<file path="config.mk">
export PLATFORM = sky130hd
export DESIGN_NAME = dmem_write_buffer
export DESIGN_NICKNAME = d
export VERILOG_FILES = /design/src/rtl/dmem_write_buffer.sv
export SDC_FILE = /design/constraint.sdc
export NUM_CORES = 2
export LEC_CHECK = 0
export CORE_MARGIN = 3
export CORE_UTILIZATION = 45
export CTS_CLUSTER_SIZE = 24
export DETAILED_ROUTE_END_ITERATION = 16
export PLACE_DENSITY_LB_ADDON = 0.25
export SLEW_MARGIN = 10
export SYNTH_ARGS = -nofsm -noshare
export SYNTH_HDL_FRONTEND = slang
export SYNTH_MEMORY_MAX_BITS = 65536
export SYNTH_SLANG_ARGS = --single-unit
</file>
<file path="constraint.sdc">
create_clock -name clk_i -period 28.7 [get_ports clk_i]
set_input_delay 5.74 -clock clk_i [delete_from_list [all_inputs] [get_ports clk_i]]
set_output_delay 5.74 -clock clk_i [all_outputs]
set_load 0.005 [all_outputs]
</file>
<file path="src/rtl/dmem_write_buffer.sv">
// MEM-stage data memory: word array fronted by a 2-entry posted write buffer.
// Loads bypass from the buffer; the buffer drains only when no load is pending.
module dmem_write_buffer #(
    parameter int ADDR_W = 8
) (
    input  logic        clk_i,
    input  logic        reset_i,
    input  logic        MemRd_i,
    input  logic        MemWr_i,
    input  logic [15:0] Addr_i,
    input  logic [15:0] DataIn_i,
    output logic [15:0] DataOut_o,
    output logic        busy_o,
    output logic [1:0]  wb_count_o
);

    logic [15:0]       mem_q [2**ADDR_W];
    logic [ADDR_W-1:0] addr_q [2];
    logic [ADDR_W-1:0] addr_d [2];
    logic [15:0]       data_q [2];
    logic [15:0]       data_d [2];
    logic [1:0]        count_q;
    logic [1:0]        count_d;

    logic [ADDR_W-1:0] idx;
    logic              is_st;
    logic              is_ld;
    logic              hit0;
    logic              hit1;
    logic              match;
    logic              drain;
    logic              alloc;
    logic [15:0]       data_c0;
    logic [15:0]       data_c1;
    logic [1:0]        cnt_tmp;
    logic              unused_addr;

    assign unused_addr = ^Addr_i[15:ADDR_W];

    always_comb begin
        idx     = Addr_i[ADDR_W-1:0];
        is_st   = MemWr_i;
        is_ld   = MemRd_i & ~MemWr_i;
        hit0    = (count_q != 2'd0) && (addr_q[0] == idx);
        hit1    = (count_q == 2'd2) && (addr_q[1] == idx);
        match   = hit0 | hit1;
        drain   = (count_q != 2'd0) && !MemRd_i;
        alloc   = is_st && !match && (count_q != 2'd2);
        busy_o  = is_st && (count_q == 2'd2) && !match;
        // Coalescing into the oldest entry lets a same-edge drain carry DataIn.
        data_c0 = (is_st && hit0) ? DataIn_i : data_q[0];
        data_c1 = (is_st && hit1) ? DataIn_i : data_q[1];

        DataOut_o = 16'h0000;
        if (is_ld) begin
            if (hit1)
                DataOut_o = data_q[1];
            else if (hit0)
                DataOut_o = data_q[0];
            else
                DataOut_o = mem_q[idx];
        end
    end

    always_comb begin
        addr_d[0] = addr_q[0];
        addr_d[1] = addr_q[1];
        data_d[0] = data_c0;
        data_d[1] = data_c1;
        cnt_tmp   = count_q;

        if (drain) begin
            addr_d[0] = addr_q[1];
            data_d[0] = data_c1;
            cnt_tmp   = count_q - 2'd1;
        end

        count_d = cnt_tmp;
        if (alloc) begin
            addr_d[cnt_tmp[0]] = idx;
            data_d[cnt_tmp[0]] = DataIn_i;
            count_d            = cnt_tmp + 2'd1;
        end
    end

    always_ff @(posedge clk_i) begin
        if (reset_i) begin
            count_q   <= 2'd0;
            addr_q[0] <= '0;
            addr_q[1] <= '0;
            data_q[0] <= 16'h0000;
            data_q[1] <= 16'h0000;
        end else begin
            count_q   <= count_d;
            addr_q[0] <= addr_d[0];
            addr_q[1] <= addr_d[1];
            data_q[0] <= data_d[0];
            data_q[1] <= data_d[1];
        end
    end

    // Array keeps its contents across reset; only pending stores are dropped.
    always_ff @(posedge clk_i) begin
        if (!reset_i && drain)
            mem_q[addr_q[0]] <= data_c0;
    end

    assign wb_count_o = count_q;

endmodule

</file>
==> out/metrics.csv <==
metric,value,unit
run status,"finished, violations left",
failing checks,"max-capacitance violations, max-slew violations",
Total Neg Setup Slack,0,ps
post-layout worst setup margin,10090,ps
number of core rows,218,
Crit Path Category,primary input to output pin,
"commonest non-fill, non-tap cell in the layout",edfxtp_1,
Max Freq,0.0537,GHz
Nets,7891,
unrepaired setup endpoints after global routing,no,
Area growth syn-to-layout,12.8,%
Area after DPL,168000,um^2
vias in the first global route,79500,
Setup crit start kind,primary input,
PostCTS Resize Cnt,0,
DR iter-0 viols,11400,
Tmin final,18610,ps
Critical Path Sink Type,output pin,
CTS tree,built,
top cell type by total area after synthesis,edfxtp_1,
Most used DFF post-synth,edfxtp_1,
H-tree depth,5,
Die Y,604,um
largest net degree at the start of global routing,241,
Core Region,354000,um^2
CP required,22960,ps
Placed Cells,12200,
Max rail drop VDD,0.0633,mV
period utilisation layout,64.9,%
I/O pins,55,
Syn Area/Cell,21.6,um^2
post-DP HPWL,265,mm
Max-Cap Viols,1,
initial antenna violation count,26,
syn_nets,7502,
clk buf depth,4,
Slew headroom,-0.404,%
Area contributors post-synth,"edfxtp_1, mux4_2, mux2i_1",
Post-Syn Instances,7463,
Seq cells post-synth,4146,
grt ovf,0,
Setup Skew,47.2,ps
# hold bufs at CTS,0,
yosys warns,0,
Cell variety after synth,79,
"Seq/Total Area, Yosys",77.1,%
post-route cell area,181000,um^2
clock root buffer,clkbuf_16,
worst skew pair latency,1020,ps
Die ar.,365000,um^2
Total Wirelength,453,mm
layout cells sized above 1,25.9,%
PwrDens,79.6,nW/um^2
Non-Filler Instances,12900,
async set-reset flop share out of synthesis,0,%
RePlAce Congestion,0.891,
number of port buffers,46,
Die W,604,um
P_leak,0.0571,uW
Post-Syn Area,161000,um^2
Hold WC Path Type,flop to flop,
clock sinks,4146,
CP max FO,93,
via-per-instance ratio,6.27,
DR pass1 iterations,8,
Slew Limit Fails,1,
Post-synth EDFFs,4096,
worst slew pin tran,1510,ps
Final Hold Fails,0,
setup bufs post-CTS,0,
All-Layer GR Usage,24.7,%
WP data arrival,12870,ps
"commonest non-fill, non-tap cells in the layout","edfxtp_1, mux4_2, clkbuf_16, buf_4, mux2i_1",
pre-CTS setup slack,10270,ps
detailed-route via count,81100,
routed wire length per instance,35.0,um
Layout Utilization,51.2,%
residual DRC count,0,
CTS Buf Count,410,
Initial Utilization,45.4,%
"Clk pin slew, worst setup/hold paths",60,ps
setup violators final,0,
first-pass GRT wire length,634,mm
DRT antenna net count,0,
Synth top area share,76.5,%
-- critical path, stage by stage --
cell	delay, ps
buf_8	480
buf_4	580
buf_4	600
buf_12	410
buf_4	770
mux4_2	420
a22oi_1	370
a21oi_1	120
o21ai_0	480
o21ai_0	370
a21oi_1	1120
a21oi_1	390
clkdlybuf4s50_1	550
-- logic make-up (layout without fill, tap and decap cells) --
logic type	count (synthesis)	count (layout)	synth area share, %
xor+xnor	17	17	0.0926
fa+ha+maj	3	3	0.0233
other cells	0	12	0
compound gates	718	718	3.15
mux	1283	1283	15.5
simple gates	811	811	2.20
flops	4146	4146	77.1
buf+inv	485	1219	1.91
-- report_power, final --
group,internal (uW),total (uW),switching (uW)
clock,2990,5280,2290
sequential,7490,7520,34.4
combinational,298,1640,1340
total,10800,14400,3660
-- layer usage --
layer,vias up,GRT usage [%],wire (um)
met4,10,9.49,19800
met5,-,0,92
met1,43700,34.0,174000
met2,4362,38.5,214000
li1,32300,-,-
met3,774,5.76,45200
-- cell usage after synthesis, drive strengths merged, types with 13 or more instances --
cell	count
a2111oi	13
a211oi	22
a21oi	122
a221oi	31
a22oi	84
a311oi	19
a31oi	36
and2	19
and3	14
buf	299
clkbuf	162
dfxtp	50
edfxtp	4096
inv	23
mux2	19
mux2i	299
mux4	965
nand2	242
nand2b	17
nand3	68
nand4	14
nor2	342
nor2b	25
nor3	34
o21ai	69
o221ai	92
o22ai	120
xnor2	16
-- flip-flops by register name, summed over array words and instances (netlist names), named ones only --
signal / count
wb_count_o: 2
mem_q: 4096
data_q: 32
addr_q: 8
-- through the flow --
stage	power, uW	hold slack (ps)
after floorplan	9060	475
after global placement	9180	478
after detailed placement	9280	484
after CTS	14500	492
after global routing	14800	528
final	14400	492
-- cell type report --
class | count | area [um^2]
clock buffers | 516 | 10800
well taps | 4730 | 5920
fillers | 27600 | 173000
diodes | 12 | 30.0
repair buffers | 438 | 3570
flip-flops and latches | 4146 | 124000
clock inverters | 241 | 2420
multi-input cells | 2832 | 34500
inverters | 24 | 101
-- worst paths after layout --
path	from	to	slack, ps	cells after the start
hold reg to reg	wb_count_o[0]$_SDFF_PP0_	wb_count_o[1]$_SDFF_PP0_	490	1
hold / removal	wb_count_o[0]$_SDFF_PP0_	wb_count_o[1]$_SDFF_PP0_	490	1
setup / recovery	Addr_i[1]	DataOut_o[2]	10090	13
setup reg to reg	addr_q[0][4]$_SDFF_PP0_	mem_q[110][5]$_DFFE_PP_	23110	10
(Power assumes the default switching activity.)
